===== config.mk =====
export PLATFORM = sky130hd
export DESIGN_NAME = clk_ratio_monitor
export DESIGN_NICKNAME = d
export VERILOG_FILES = /design/src/rtl/clk_ratio_monitor.sv
export SDC_FILE = /design/constraint.sdc
export NUM_CORES = 1
export LEC_CHECK = 0
export BUFFER_PORTS_ARGS = -buffer_cell sky130_fd_sc_hd__buf_2
export CAP_MARGIN = 25
export CORE_MARGIN = 10
export CORE_UTILIZATION = 51
export DETAILED_ROUTE_END_ITERATION = 8
export PLACE_DENSITY = 0.75
export SLEW_MARGIN = 0
export SYNTH_ARGS = -nofsm -noshare
export SYNTH_HDL_FRONTEND = slang
export SYNTH_SLANG_ARGS = --single-unit
export TNS_END_PERCENT = 10

===== constraint.sdc =====
create_clock -name clk -period 1.8 [get_ports clk]
set_input_delay 0.36 -clock clk [delete_from_list [all_inputs] [get_ports clk]]
set_output_delay 0.36 -clock clk [all_outputs]
set_load 0.005 [all_outputs]

===== src/rtl/clk_ratio_monitor.sv =====
// clk_ratio_monitor
//   Samples a divided clock (div_in) as data in the source clock domain and
//   measures the period and high time of every divided cycle in source-clock
//   cycles. After LOCK_CNT consecutive good periods it asserts locked. Bad
//   periods and stalls are counted in err_cnt. A fault while locked also sets
//   the sticky err flag.
//
//   Build option: define CLK_MON_DUTY_CHECK_EN to make the good-period test
//   also require high_time to fall inside a window around RATIO/2. The port
//   list is the same in both builds.
//
//   Parameter constraint: 2*RATIO+TOL must be below 2**CNT_W, so that the
//   stall timeout is reachable before the period counter saturates.
module clk_ratio_monitor #(
    parameter int RATIO    = 9,
    parameter int TOL      = 0,
    parameter int LOCK_CNT = 4,
    parameter int CNT_W    = 8
) (
    input  logic             clk,
    input  logic             rst,
    input  logic             div_in,
    output logic [CNT_W-1:0] period,
    output logic [CNT_W-1:0] high_time,
    output logic             meas_valid,
    output logic             locked,
    output logic             err,
    output logic [7:0]       err_cnt
);

    // ------------------------------------------------------------------
    // Constants
    // ------------------------------------------------------------------
    localparam int GOOD_W = (LOCK_CNT < 1) ? 1 : $clog2(LOCK_CNT + 1);

    localparam logic [CNT_W-1:0]  CNT_ONE     = CNT_W'(1);
    localparam logic [CNT_W-1:0]  CNT_MAX     = {CNT_W{1'b1}};
    localparam logic [CNT_W-1:0]  TIMEOUT_LIM = CNT_W'(2 * RATIO + TOL);
    // |period - RATIO| <= TOL, rewritten as an unsigned range test.
    localparam logic [CNT_W-1:0]  PER_MIN     = (RATIO > TOL) ? CNT_W'(RATIO - TOL) : '0;
    localparam logic [CNT_W-1:0]  PER_MAX     = CNT_W'(RATIO + TOL);
    localparam logic [GOOD_W-1:0] GOOD_TARGET = GOOD_W'(LOCK_CNT);

    typedef enum logic [1:0] {
        ST_SYNC    = 2'd0,  // waiting for a first rising edge to align to
        ST_MEASURE = 2'd1,  // measuring, collecting consecutive good periods
        ST_LOCKED  = 2'd2   // ratio confirmed, any fault drops lock
    } state_e;

    // ------------------------------------------------------------------
    // Signals
    // ------------------------------------------------------------------
    logic              d_q;
    logic              d_qq;
    logic              rise;

    logic [CNT_W-1:0]  per_cnt_q;
    logic [CNT_W-1:0]  per_cnt_d;
    logic [CNT_W-1:0]  hi_cnt_q;
    logic [CNT_W-1:0]  hi_cnt_d;

    state_e            state_q;
    logic [GOOD_W-1:0] good_cnt_q;
    logic [GOOD_W-1:0] good_cnt_inc;
    logic [CNT_W-1:0]  period_q;
    logic [CNT_W-1:0]  high_q;
    logic              meas_valid_q;
    logic              locked_q;
    logic              err_q;
    logic [7:0]        err_cnt_q;
    logic [7:0]        err_cnt_inc;

    logic              per_ok;
    logic              duty_ok;
    logic              period_good;
    logic              timeout;

    // ------------------------------------------------------------------
    // Input sampling: two flops give the current and previous level of
    // div_in so that a rising edge is seen as one-cycle pulse.
    // ------------------------------------------------------------------
    // NOTE: clocked state uses non-blocking assignments so every flop
    // samples the pre-edge value of its neighbours (d_qq takes the old d_q).
    always_ff @(posedge clk) begin
        if (rst) begin
            d_q  <= 1'b0;
            d_qq <= 1'b0;
        end else begin
            d_q  <= div_in;
            d_qq <= d_q;
        end
    end

    assign rise = d_q & ~d_qq;

    // ------------------------------------------------------------------
    // Next value of the period and high-time counters. Both restart at 1 on
    // a rise because the cycle that carries the rise is already part of the
    // new divided period (and it is a high cycle).
    // ------------------------------------------------------------------
    // NOTE: every output of a combinational block gets a default first, so
    // no path leaves a signal unassigned and no latch is inferred.
    always_comb begin
        per_cnt_d = per_cnt_q;
        hi_cnt_d  = hi_cnt_q;
        if (rise) begin
            per_cnt_d = CNT_ONE;
            hi_cnt_d  = CNT_ONE;
        end else begin
            if (per_cnt_q != CNT_MAX) begin
                per_cnt_d = per_cnt_q + CNT_ONE;
            end
            if (d_q && (hi_cnt_q != CNT_MAX)) begin
                hi_cnt_d = hi_cnt_q + CNT_ONE;
            end
        end
    end

    // Period and high-time counter registers.
    always_ff @(posedge clk) begin
        if (rst) begin
            per_cnt_q <= '0;
            hi_cnt_q  <= '0;
        end else begin
            per_cnt_q <= per_cnt_d;
            hi_cnt_q  <= hi_cnt_d;
        end
    end

    // ------------------------------------------------------------------
    // Period qualification. The counters hold the length of the period that
    // just ended during the cycle in which the next rise is seen.
    // ------------------------------------------------------------------
    assign per_ok = (per_cnt_q >= PER_MIN) && (per_cnt_q <= PER_MAX);

`ifdef CLK_MON_DUTY_CHECK_EN
    // Integer-division window: RATIO=9, TOL=0 accepts high times 4 and 5,
    // which covers both phases of a dual-edge 50% divider output.
    localparam logic [CNT_W-1:0] HI_MIN = (RATIO / 2 > TOL) ? CNT_W'(RATIO / 2 - TOL) : '0;
    localparam logic [CNT_W-1:0] HI_MAX = CNT_W'((RATIO + 1) / 2 + TOL);

    assign duty_ok = (hi_cnt_q >= HI_MIN) && (hi_cnt_q <= HI_MAX);
`else
    // High time is still reported, it just never disqualifies a period.
    assign duty_ok = 1'b1;
`endif

    assign period_good = per_ok && duty_ok;

    // A stall only counts while aligned; a rise in the same cycle wins.
    assign timeout = (state_q != ST_SYNC) && !rise && (per_cnt_q >= TIMEOUT_LIM);

    assign good_cnt_inc = good_cnt_q + GOOD_W'(1);
    assign err_cnt_inc  = (err_cnt_q == 8'hFF) ? err_cnt_q : err_cnt_q + 8'd1;

    // ------------------------------------------------------------------
    // Lock state machine with registered measurement and status outputs.
    // ------------------------------------------------------------------
    always_ff @(posedge clk) begin
        if (rst) begin
            state_q      <= ST_SYNC;
            good_cnt_q   <= '0;
            period_q     <= '0;
            high_q       <= '0;
            meas_valid_q <= 1'b0;
            locked_q     <= 1'b0;
            err_q        <= 1'b0;
            err_cnt_q    <= '0;
        end else begin
            meas_valid_q <= 1'b0;
            case (state_q)
                ST_SYNC: begin
                    // The first rise only aligns the counters; the partial
                    // period before it is meaningless and is not captured.
                    if (rise) begin
                        state_q    <= ST_MEASURE;
                        good_cnt_q <= '0;
                    end
                end

                ST_MEASURE: begin
                    if (rise) begin
                        period_q     <= per_cnt_q;
                        high_q       <= hi_cnt_q;
                        meas_valid_q <= 1'b1;
                        if (period_good) begin
                            good_cnt_q <= good_cnt_inc;
                            if (good_cnt_inc == GOOD_TARGET) begin
                                state_q  <= ST_LOCKED;
                                locked_q <= 1'b1;
                            end
                        end else begin
                            good_cnt_q <= '0;
                            err_cnt_q  <= err_cnt_inc;
                        end
                    end else if (timeout) begin
                        err_cnt_q <= err_cnt_inc;
                        state_q   <= ST_SYNC;
                    end
                end

                ST_LOCKED: begin
                    if (rise) begin
                        period_q     <= per_cnt_q;
                        high_q       <= hi_cnt_q;
                        meas_valid_q <= 1'b1;
                        if (!period_good) begin
                            locked_q   <= 1'b0;
                            err_q      <= 1'b1;
                            err_cnt_q  <= err_cnt_inc;
                            good_cnt_q <= '0;
                            state_q    <= ST_MEASURE;
                        end
                    end else if (timeout) begin
                        locked_q  <= 1'b0;
                        err_q     <= 1'b1;
                        err_cnt_q <= err_cnt_inc;
                        state_q   <= ST_SYNC;
                    end
                end

                default: begin
                    state_q <= ST_SYNC;
                end
            endcase
        end
    end

    assign period     = period_q;
    assign high_time  = high_q;
    assign meas_valid = meas_valid_q;
    assign locked     = locked_q;
    assign err        = err_q;
    assign err_cnt    = err_cnt_q;

endmodule


Word-level counts from Yosys, hierarchy flattened
Index checks and enable logic that the tools add are counted.
{"block": "totals", "reg_bits": 50, "elab_cells": 95, "output_inout_bits": 27, "input_bits": 3}
{"block": "classes", "n_eq_ne": 17, "n_reduce_logical": 21, "n_addsub": 4, "n_lt_le_gt_ge": 3, "n_bitwise": 3, "muxes": 33}
{"op": "$mux 8", "n": 4}
{"op": "$add 8x1->8 const B", "n": 3}
{"op": "$ne 8x8->1 const B", "n": 2}
{"op": "$mux 3", "n": 5}
{"op": "$mux 1", "n": 14}
{"op": "$mux 2", "n": 7}
{"op": "$ne 2x2->1 const B", "n": 7}
{"op": "$ne 3x3->1 const B", "n": 4}
{"op": "$reduce_bool 2->1", "n": 5}
{"op": "$pmux 3 s3", "n": 1}
{"op": "$eq 8x8->1 const B", "n": 1}
{"op": "$ge 8x4->1 const B", "n": 1}
{"op": "$ge 8x5->1 const B", "n": 1}
{"op": "$le 8x4->1 const B", "n": 1}
{"op": "$pmux 2 s3", "n": 1}
{"op": "$reduce_and 3->1", "n": 2}
{"op": "$reduce_and 6->1", "n": 1}
{"op": "$reduce_or 2->1", "n": 3}
{"op": "$reduce_and 5->1", "n": 1}
{"op": "$logic_and 1x1->1", "n": 4}
{"op": "$reduce_and 4->1", "n": 1}
{"op": "$add 3x1->3 const B", "n": 1}
{"op": "$eq 3x3->1 const B", "n": 1}
{"op": "$reduce_bool 3->1", "n": 1}
{"op": "8 further kinds", "n": 9}

Logic depth before layout (Yosys ltp)
{"block": "logic_depth", "word_depth": 8, "mapped_depth": 7, "depth_no_buf": 7}

Least setup slack after synthesis
Ideal clock, no wire load.
{"block": "synth_path", "kind": "reg-to-reg", "start": "register per_cnt_q[1]", "end": "register err_cnt_q[5], in the netlist err_cnt[5]", "arrival_time_ps": 1818, "period_less_slack_ps": 1888, "setup_time_ps": 70, "t_required_ps": 1730, "path_slack_ps": -88, "path_buffers": 0, "stages_incl_launch_ff": 8, "cell_sequence": "dfxtp_1 inv_1 ha_1 and4bb_1 a21oi_2 o211ai_2 or4_1 a21oi_1"}
{"block": "synth_between", "elab_chain_len": 4, "word_cells_on_any_way": 8, "cone_classes": "order compare: 3; eq/ne: 1; reduce/logical: 4"}
{"item": "start: declaration", "line": "57", "text": "logic [CNT_W-1:0] per_cnt_q;"}
{"item": "start signal: assignment", "line": "125", "text": "per_cnt_q <= per_cnt_d;"}
{"item": "$ge 8x4->1 (tied with other cells)", "line": "134", "text": "assign per_ok = (per_cnt_q >= PER_MIN) && (per_cnt_q <= PER_MAX);"}
{"item": "$logic_and 1x1->1, on equally long branches", "line": "134, 151"}
{"item": "$ne 2x2->1 (no line) / $reduce_bool 2->1 (equally long branches)"}
{"item": "$reduce_and 3->1 (no line) (*)"}
{"item": "end signal: assignment", "line": "194", "text": "err_cnt_q <= err_cnt_inc;"}
{"item": "end signal: assignment", "line": "197", "text": "err_cnt_q <= err_cnt_inc;"}
{"item": "end signal: assignment", "line": "210", "text": "err_cnt_q <= err_cnt_inc;"}
{"item": "end: declaration", "line": "70", "text": "logic [7:0] err_cnt_q;"}
Mark *: on every way between the ends. The rest lies on a longest branch, timed or not.
A chain may end at the register's enable or synchronous reset.

Final worst setup path
{"block": "layout_path", "start": "register per_cnt_q[1]", "end": "register state_q[1]"}
{"block": "layout_between", "elab_chain_len": 5, "word_cells_on_any_way": 12, "cone_classes": "order compare: 3; eq/ne: 2; mux: 4; reduce/logical: 3"}
{"item": "$ge 8x5->1", "line": "151", "text": "assign timeout = (state_q != ST_SYNC) && !rise && (per_cnt_q >= TIMEOUT_LIM);"}
{"item": "$logic_and 1x1->1", "line": "151"}
{"item": "$mux 2"}
{"item": "$mux 2, on equally long branches"}
{"item": "$pmux 2 s3"}
{"item": "end signal: assignment", "line": "161", "text": "state_q <= ST_SYNC;"}
{"item": "end signal: assignment", "line": "176", "text": "state_q <= ST_MEASURE;"}
{"item": "end signal: assignment", "line": "189", "text": "state_q <= ST_LOCKED;"}
{"item": "end: declaration", "line": "62", "text": "state_e state_q;"}
Several ways; a longest one is shown, not always the timed one.

==> flow_metrics.tcl <==
set metrics [dict create \
    status "finished with violations" \
    violations "negative setup slack" \
    ys_seq_area_share_pct 43.9 \
    worstMarginPinSlew_ns 0.586 \
    die_area_sq_um 7550 \
    slowest_stage "dfxtp_4" \
    rr_startpoint "per_cnt_q[1]$_SDFFE_PP0P_" \
    drv_slew 0 \
    hpwl_mm 3.49 \
    place.gp.congestion 0.798 \
    highest_layer "met4" \
    synthesis.nets 282 \
    portBuffers 29 \
    ys_types 39 \
    stdcell_count 380 \
    cap_viol_max_count 0 \
    start_util_pct 52.4 \
    crit_required_ns 2.00 \
    met2WireLength_mm 2.86 \
    fin_nets 342 \
    max_stage_delay_ns 0.38 \
    drt_pass1_iterations 4 \
    antenna_left 0 \
    syn_inst 267 \
    crit_start "per_cnt_q[1]$_SDFFE_PP0P_" \
    synth_edf_count 0 \
    cts_max_path_buffers 2 \
    dr_wl_met3_microns 222 \
    finalCritPeriodShare_pct 106 \
    clk_latency_ns 0.30 \
    grt_max_degree 37 \
    holdBufCountCts 0 \
    wl_per_cell_microns 15.0 \
    peakVddDrop_uv 698 \
    finalHoldViolations 0 \
    area_growth_pct 30.1 \
    met1_length_mm 2.53 \
    die_h_microns 86.9 \
    reg2reg_to "state_q[1]$_SDFFE_PP0P_" \
    final_critical_path_setup_slack_ns -0.104 \
    finalInstanceArea_sq_um 2970 \
    fillers 329 \
    async_flop_share_pct 0 \
    critPathCaptureType "flip-flop" \
    path_buf_inv 2 \
    synth_top_cell_by_area "dfxtp_1" \
    worstRegToRegCells 6 \
    hold_ws_ns 0.306 \
    grt_pass1_vias 2008 \
    cts_tree "built" \
    antenna_found_initial 0 \
    fmax_ghz 0.525 \
    grt_pass1_wl_mm 9.29 \
    netlist_top_cells_area "dfxtp_1 44%, a21oi_1 6.8%, nand2_1 6.7%" \
    num_rows 24 \
    whs_path_depth 2 \
    path_cells "buf_4, o41ai_4, a211oi_2, buf_4, or3_1, a221oi_1" \
    setup_viol 7 \
    synth_ff_type "dfxtp_1" \
    clkTransAtPathRegs_ns 0.09 \
    ys_ff_latch 50 \
    min_period_ns 1.90 \
    synthesis.area_sq_um 2280 \
    htree_num_levels 2 \
    dp_slack_ns -0.0897 \
    synth_top_cell_area_share_pct 43.9 \
    yosys_warnings 0 \
    cts-buffers-inserted 5 \
    die_w_microns 86.9 \
    cp.arrival_ns 2.11 \
    cts_sinks 50 \
    track_usage_pct 14.8 \
    worst-setup-path-type "reg2reg" \
    io_pins 30 \
    syn_avg_cell_area_sq_um 8.55 \
    vias 2092 \
    core-area_sq_um 4350 \
    dpl_cell_area_sq_um 2590 \
    viasPerCell 5.51 \
    critPathLaunchType "flip-flop" \
    max_slew_margin_pct 60.9 \
    ys_top_cells_by_count "50 x dfxtp_1, 41 x nand2_1, 31 x a21oi_1" \
    rsz0062_at_grt "true" \
    overflow 0 \
    p_leak_nw 1.21 \
    whs_endpoint "d_q$_SDFF_PP0_" \
    rrSetupSlack_ns -0.10 \
    path_max_fanout 4 \
    drt_first_iter_violations 120 \
    synth.most_common_cell "dfxtp_1" \
    drive_above_1_share_pct 29.0 \
    path_delay_family "compound AO/OA/AOI/OAI gates" \
    min_from "div_in" \
    worst_path_most_repeated_cell "buf_4" \
    root_buffer "clkbuf_8" \
    dp_cells 356 \
    skew_ns 0.00319 \
    diodes 0 \
    worstHoldPathType "in2reg" \
    wirelength_mm 5.71 \
    power_density_nw_per_um2 696 \
    drcViolationCount 0 \
    setup_tns_ns -0.374 \
]
[placed cells by master (no fill, tap or decap), types with 2 or more instances in the layout]
master	count
and3_1	5
nand2_1	41
nand2b_1	2
a31oi_1	2
mux2i_1	4
nor3_2	2
inv_4	2
o41ai_4	2
o21ai_0	4
and2_1	2
clkbuf_8	5
inv_1	7
xor2_1	10
dfxtp_1	48
buf_4	31
ha_4	3
a211oi_1	3
a21oi_1	30
ha_1	8
and4_1	2
nor2_1	23
or3_1	6
dfxtp_4	2
or2_2	2
nand4_1	4
buf_2	29
nand3_1	11
or4_1	2
buf_6	4
a311oi_1	3
xnor2_1	4
nor2b_1	3
[per-stage QoR]
step	power, mW	util, %
3_5_place_dp	1.36	59.5
3_3_place_gp	1.35	59.5
6_report	2.07	68.2
2_1_floorplan	1.28	-
4_1_cts	2.06	66.8
5_1_grt	2.16	68.2
[layout make-up]
| type | instances | area [sq um] | area share, % |
|---|---|---|---|
| Sequential cell | 50 | 1010 | 34.0 |
| Tap cell | 52 | 65.1 | 2.19 |
| Clock inverter | 3 | 21.3 | 0.716 |
| Multi-Input combinational cell | 197 | 1340 | 45.3 |
| Inverter | 9 | 38.8 | 1.31 |
| Clock buffer | 5 | 68.8 | 2.32 |
| Timing Repair Buffer | 64 | 423 | 14.2 |
[worst register-to-register path, delay by kind of cell, from the launching register on]
kind / cells / cell delay [ns]
AOI/OAI and AO/OA: 3 / 0.77
DFF: 1 / 0.38
and+or+nand+nor: 1 / 0.35
buffers and inverters: 2 / 0.31
[cells by family after synthesis]
group,share of synthesized area [%]
flip-flops,43.9
AO/OA/AOI/OAI,14.7
AND/OR/NAND/NOR,24.1
adder cells (fa/ha/maj),6.58
multiplexers,1.75
buffers and inverters,3.62
XOR/XNOR,5.37
[state kept, by name, indices dropped and copies added, names as in the netlist, 2 cells and up]
register	flops
err_cnt	8
good_cnt_q	3
hi_cnt_q	8
high_time	8
per_cnt_q	8
period	8
state_q	2
[metal layers]
metal  vias up  track usage [%]
met4         0             5.60
met2        36             25.1
met1       991             17.6
li1       1051                -
met5         -                0
met3        14             3.56
[where the power goes]
part | switching, mW | total (mW) | internal, mW
clock network | 0.382 | 0.655 | 0.274
registers | 0.0213 | 1.14 | 1.12
logic | 0.141 | 0.268 | 0.127
[how the worst max path moves through the flow]
stage                              end  slack, ns  depth (start not counted)
2_1_floorplan  state_q[0]$_SDFFE_PP0P_      0.002                          6
4_1_cts        err_cnt[1]$_SDFFE_PP0P_      -0.07                          8
6_report       state_q[1]$_SDFFE_PP0P_      -0.10                          6
3_5_place_dp   err_cnt[4]$_SDFFE_PP0P_      -0.09                          7
5_1_grt        err_cnt[1]$_SDFFE_PP0P_      -0.18                          8
3_3_place_gp   err_cnt[4]$_SDFFE_PP0P_      -0.02                          7
[timing repair]
action                     4_1_cts  5_1_grt
gates resized for setup         20       11
pin swaps                        8        4
setup endpoints to repair       10       20
setup buffers                   15        1
Power figures use the tool's default switching activity.
